$ cat config.mk
export PLATFORM = sky130hd
export DESIGN_NAME = lut_prog
export DESIGN_NICKNAME = d
export VERILOG_FILES = /design/src/rtl/lut_prog_pkg.sv /design/src/rtl/lut_prog.sv
export SDC_FILE = /design/constraint.sdc
export NUM_CORES = 1
export LEC_CHECK = 0
export CAP_MARGIN = 20
export CORE_MARGIN = 4
export CORE_UTILIZATION = 50
export CTS_CLUSTER_DIAMETER = 120
export DETAILED_ROUTE_END_ITERATION = 8
export HOLD_SLACK_MARGIN = 0.15
export PLACE_DENSITY = 0.77
export SLEW_MARGIN = 5
export SYNTH_ARGS = -nofsm -noshare
export SYNTH_HDL_FRONTEND = slang
export SYNTH_SLANG_ARGS = --single-unit
export TNS_END_PERCENT = 100
$ cat constraint.sdc
create_clock -name clk -period 1.8 [get_ports clk]
set_input_delay 0.45 -clock clk [delete_from_list [all_inputs] [get_ports clk]]
set_output_delay 0.45 -clock clk [all_outputs]
set_load 0.01 [all_outputs]
$ cat src/rtl/lut_prog_pkg.sv
// Shared types and constants for the
// serially programmable 3-input LUT.
package lut_prog_pkg;

  localparam int LUT_W = 8;
  localparam int CNT_W = 3;

  typedef enum logic [1:0] {
    IDLE   = 2'd0,
    SHIFT  = 2'd1,
    COMMIT = 2'd2
  } state_t;

endpackage

$ cat src/rtl/lut_prog.sv
// 3-input LUT whose truth table is reloaded
// through a serial MSB-first shadow register.
module lut_prog
  import lut_prog_pkg::*;
#(
  parameter logic [LUT_W-1:0] INIT = 8'h00
) (
  input  logic             clk,
  input  logic             rst,
  input  logic             A,
  input  logic             B,
  input  logic             C,
  output logic             F,
  input  logic             cfg_start,
  input  logic             cfg_valid,
  input  logic             cfg_bit,
  output logic             cfg_ready,
  output logic             cfg_busy,
  output logic             cfg_done,
  output logic [LUT_W-1:0] table_q
);

  state_t             state_q;
  state_t             state_d;
  logic [CNT_W-1:0]   cnt_q;
  logic [CNT_W-1:0]   cnt_d;
  logic [LUT_W-1:0]   shadow_q;
  logic [LUT_W-1:0]   shadow_d;
  logic [LUT_W-1:0]   table_d;
  logic               done_d;

  always_ff @(posedge clk) begin
    if (rst) begin
      state_q  <= IDLE;
      cnt_q    <= '0;
      shadow_q <= '0;
      table_q  <= INIT;
      cfg_done <= 1'b0;
    end else begin
      state_q  <= state_d;
      cnt_q    <= cnt_d;
      shadow_q <= shadow_d;
      table_q  <= table_d;
      cfg_done <= done_d;
    end
  end

  // ~cnt_q equals LUT_W-1-cnt_q, giving MSB-first fill
  always_comb begin
    state_d   = state_q;
    cnt_d     = cnt_q;
    shadow_d  = shadow_q;
    table_d   = table_q;
    done_d    = 1'b0;
    cfg_ready = 1'b0;
    unique case (state_q)
      IDLE: begin
        if (cfg_start) begin
          state_d  = SHIFT;
          cnt_d    = '0;
          shadow_d = '0;
        end
      end
      SHIFT: begin
        cfg_ready = 1'b1;
        if (cfg_start) begin
          cnt_d    = '0;
          shadow_d = '0;
        end else if (cfg_valid) begin
          shadow_d[~cnt_q] = cfg_bit;
          cnt_d = cnt_q + CNT_W'(1);
          if (&cnt_q) state_d = COMMIT;
        end
      end
      COMMIT: begin
        table_d = shadow_q;
        done_d  = 1'b1;
        state_d = IDLE;
      end
      default: state_d = IDLE;
    endcase
  end

  assign cfg_busy = (state_q != IDLE);
  assign F        = table_q[{A, B, C}];

endmodule
==> Yosys cells after proc, flatten, opt, wreduce, memory -nomap -nowiden <==
Index checks and enable logic that the tools add are counted.
{ "totals": {"ff_bits": 22, "latchBits": 0, "mem_bits_rw": 0, "mem_bits_ro": 0, "inputBits": 8, "elab_cells": 44, "n_memories": 0} }
{ "op_classes": {"n_addsub": 1, "n_mul": 0, "div_mod_pow": 0, "magnitude_cmp": 3, "eq_ne": 7, "shifts": 0, "n_mux": 20, "bitwise_logic": 1, "reduce_logical": 7} }
{ "ops": {"columns": ["cell", "n"], "rows": [
  ["$mux 8", 3],
  ["$pmux 8 s2", 1],
  ["$mux 3", 3],
  ["$bwmux 8", 1],
  ["$lt 3x4->1 const B", 2],
  ["$mux 2", 4],
  ["$ne 2x2->1 const B", 4],
  ["$pmux 3 s2", 1],
  ["$reduce_and 3->1", 2],
  ["$mux 1", 4],
  ["$pmux 2 s2", 1],
  ["$reduce_and 4->1", 1],
  ["$reduce_bool 2->1", 2],
  ["$add 3x1->3 const B", 1],
  ["$bmux 1 s3", 1],
  ["$demux 1 s3", 1],
  ["$ge 3x1->1 const B", 1],
  ["$ne 3x3->1 const B", 1],
  ["$not 3->3", 1],
  ["$eq 2x1->1 const B", 1],
  ["$eq 2x2->1 const B", 1],
  ["$logic_not 2->1", 1],
  ["$logic_and 1x1->1", 1]
]} }

==> Longest topological paths before layout <==
{ "logic_depth": {"ltp_word": 9, "depth_mapped": 5, "depth_no_buf": 5} }

==> Worst setup path before layout <==
OpenSTA, ideal clock, no wires.
{ "synth_timing": {"kind": "input-to-output", "startpoint": "in C", "endpoint": "out F", "arrival_time_ns": 1.203, "path_slack_ns": 0.147, "path_stages": 2, "cell_sequence": "mux4_2 mux2_2"} }
{ "synth_between": {"elab_chain_cells": 2} }
{ "synth_lines": {"columns": ["element", "line_no", "source"], "rows": [
  ["start, declared", "lut_prog.sv:12", "input logic C,"],
  ["$bmux 1 s3", "lut_prog.sv:85", "assign F = table_q[{A, B, C}];"],
  ["$mux 1 (implied by the code)", "lut_prog.sv:85", null],
  ["end, declared", "lut_prog.sv:13", "output logic F,"]
]} }
Every way passes these cells. The select of a mux whose other input is x is not followed.

==> Worst setup path in the final report <==
{ "layout_timing": {"startpoint": "reg table_q[3]", "endpoint": "out F"} }
{ "layout_between": {"elab_chain_cells": 2} }
{ "layout_lines": {"columns": ["element", "line_no", "source"], "rows": [
  ["start, declared", "lut_prog.sv:20", "output logic [LUT_W-1:0] table_q"],
  ["start signal, assigned", "lut_prog.sv:43", "table_q <= table_d;"],
  ["$bmux 1 s3", "lut_prog.sv:85", null],
  ["$mux 1 (implied by the code)", "lut_prog.sv:85", null]
]} }
Every way passes these cells. The select of a mux whose other input is x is not followed.

==> results.md <==
- Top delay family on crit path: multiplexers
- Fin nets: between 150 and 200
- R2R Path Start: cnt_q[1]
- Critical Path, Cell by Cell: mux4_2 > mux2_2 > buf_6
- Syn_nets: roughly 130
- Initial drt markers: 17
- WHS Endpoint: table_q[7]
- Setup-failing EPs final: 1
- Static Leak: just under 0.6 nW
- Reg2reg path depth: 4
- CTS buffer count: 3
- DRC: 0
- TritonRoute pass-1 iters: 4
- DPL Wire Length: approximately 1800 um
- FFs w/ async S/R, synth: 0
- H-tree Lvls: 1
- Layout cells sized above 1: 0.237
- Initial antenna violation count: 0
- Max VDD drop: around 0.00048 V
- Design Power: 854 uW
- Critical Path End Type: primary output
- Die Wd: between 50 and 60 um
- Vias/cell: 5.41
- R2R Path End: cnt_q[2]
- Root buffer cell: clkbuf_4
- Wire length per cell: approximately 12 um
- Post-synthesis compound-gate area fraction: 0.195
- Vias: 990
- Post-route cell area: 1450 um2
- Ys flop type: dfxtp_1
- Fin. max-slew vios: 0
- Simple-gate share of the synthesized area: 0.265
- RSZ-0062 raised after global routing: yes
- # rows: 16
- Yosys warning count: 0
- Final period util: 1.08
- Fmax: a little over 500 MHz
- Vias in the first global route: around 940
- # IOs: 20
- Syn_area_per_cell: about 8.7 um2
- Hold Crit Class: flop to flop
- Routed Wire Length: 2250 um
- Seq cells post-synth: 22
- Hold_sp: shadow_q[7]
- Slowest CP cell: mux4_2
- Worst skew pair latency: between 300 and 400 ps
- Clock Skew: 4.46 ps
- Post-synth EDFFs: 0
- Failing checks: negative setup slack
- Routed Antenna Nets: 0
- R2R Setup Slk: around 250 ps
- Gpl congestion: ~0.76
- Crit path DAT: ~1500 ps
- ANT cells: 0
- Largest family of logic cells by synthesized area: simple AND/OR/NAND/NOR gates
- IO buf count: 19
- Worst-Margin Slew: between 400 and 500 ps
- Final Hold Vio Count: 0
- Rel. slew slack: 0.722
- Filler cell count: ~170
- Full die area: around 3000 um2
- Critical Path Max Stage Delay: 450 ps
- Core area: around 2000 um2
- Max Cap Viol: 0
- Grt total ovfl: 0
- Max FO, Critical Path: 2
- Commonest cells after routing, fill and taps aside: buf_4 (20), dfxtp_1 (19), nand2_1 (18)
- Min-Delay Path Depth: 2
- Height of the chip: ~54 um
- Power Dens Cells: 589 nW/um2
- P&R area growth vs syn: 34.6%
- Buffers & Inverters on Critical Path: 1
- Clk buf depth: 2
- Worst Path Required: ~1400 ps
- Register area share after synthesis: 0.409
- Largest net degree at the start of global routing: 15
- Total GRT Usage: 0.183
- Placed cell area: ~1400 um2
- PnR worst setup slack: -151 ps
- Final min period: 1950 ps
- CTS tree: done
- Clk pin slew, worst setup/hold paths: between 100 and 150 ps
- Synthesized cell area: ~1100 um2
- Worst setup SP type: flop
- CP Class: flop to primary output
- Status: finished, violations left
- Mux contribution to synthesized area: 0.0523
- First-pass GRT wire length: slightly below 4000 um
- Post-synthesis xor/xnor area fraction: 0
- Commonest non-fill, non-tap cell in the layout: buf_4
- Clock Sinks: 22
- Distinct cells, synth: 27
- Adder-cell area share of the yosys netlist: 0.0232
- Post-Syn Instances: around 120
- Initial core utilization: 0.538
- Postcts setup bufs: 0
## layer usage
layer	share of wire	up-vias	routed length, um	track usage
met5	0	-	0	0
met4	0.019	0	42	0.0871
li1	-	515	-	-
met3	0.059	5	134	0.0245
met1	0.39	435	879	0.187
met2	0.53	35	1200	0.359
## how the worst max path moves through the flow
stage                          start  end  cells past startpoint
after floorplan                    C    F                      2
after global placement             C    F                      4
after detailed placement           C    F                      4
after CTS                 table_q[2]    F                      3
after global routing      table_q[2]    F                      3
final                     table_q[3]    F                      3
## through the flow
| stage | std cells | hold WS [ps] | utilization | setup slack (ps) | setup TNS (ps) |
|---|---|---|---|---|---|
| final | 183 | 454 | 0.724 | -151 | -151 |
| after global routing | 183 | 481 | 0.724 | -202 | -202 |
| after CTS | 183 | 458 | 0.720 | -166 | -166 |
| after detailed placement | 179 | 444 | 0.704 | -899 | -2330 |
| after global placement | 179 | 439 | 0.704 | -856 | -1560 |
| after floorplan | 124 | 432 | - | 147 | 0 |
## repair_timing
| action | 4_1_cts | 5_1_grt |
|---|---|---|
| setup endpoints to repair | 3 | 5 |
| hold buffers | 0 | 0 |
| gates resized for setup | 14 | 4 |
## logic make-up after synthesis
kind of cell	Yosys count
AOI/OAI and AO/OA	32
and+or+nand+nor	49
buffers and inverters	16
DFF	22
muxes	3
adders and majority gates	2
## cell usage after synthesis, types with 2 or more instances
cell | number | share of area
dfxtp_1 | 22 | 0.41
nand2b_1 | 6 | 0.035
nand3b_1 | 3 | 0.021
a21oi_1 | 13 | 0.060
nand2_1 | 18 | 0.063
a211oi_1 | 8 | 0.056
ha_1 | 2 | 0.023
nand3_1 | 4 | 0.019
nor3_1 | 2 | 0.0093
clkbuf_1 | 11 | 0.038
inv_1 | 5 | 0.017
mux4_2 | 2 | 0.042
or3b_2 | 3 | 0.024
or4b_1 | 2 | 0.019
o21ai_0 | 3 | 0.014
or3_1 | 2 | 0.012
o32ai_1 | 8 | 0.065
## sequential cells by signal (all words and copies together), names as in the netlist
name	cells
table_q	8
shadow_q	8
cfg_done	1
state_q	2
cnt_q	3
## layout make-up
type | instances | area (um2) | area share
sequential | 22 | 444 | 0.306
tap | 27 | 33.8 | 0.0233
timing repair buffer | 39 | 340 | 0.235
clock buffer | 4 | 36.3 | 0.0250
multi-input combinational | 86 | 577 | 0.398
inverter | 5 | 18.8 | 0.0129
## worst reg2reg max path, cell delays in order (launching register included)
cell	delay (ps)
dfxtp_1	430
ha_1	240
ha_1	270
or4b_1	420
a21oi_1	140
## report_power, final
part           internal (mW)  switching, mW  leakage [nW]
Combinational         0.0482         0.0395         0.383
Sequential             0.490        0.00450         0.179
Clock                  0.124          0.149        0.0210
(Power assumes the default switching activity.)
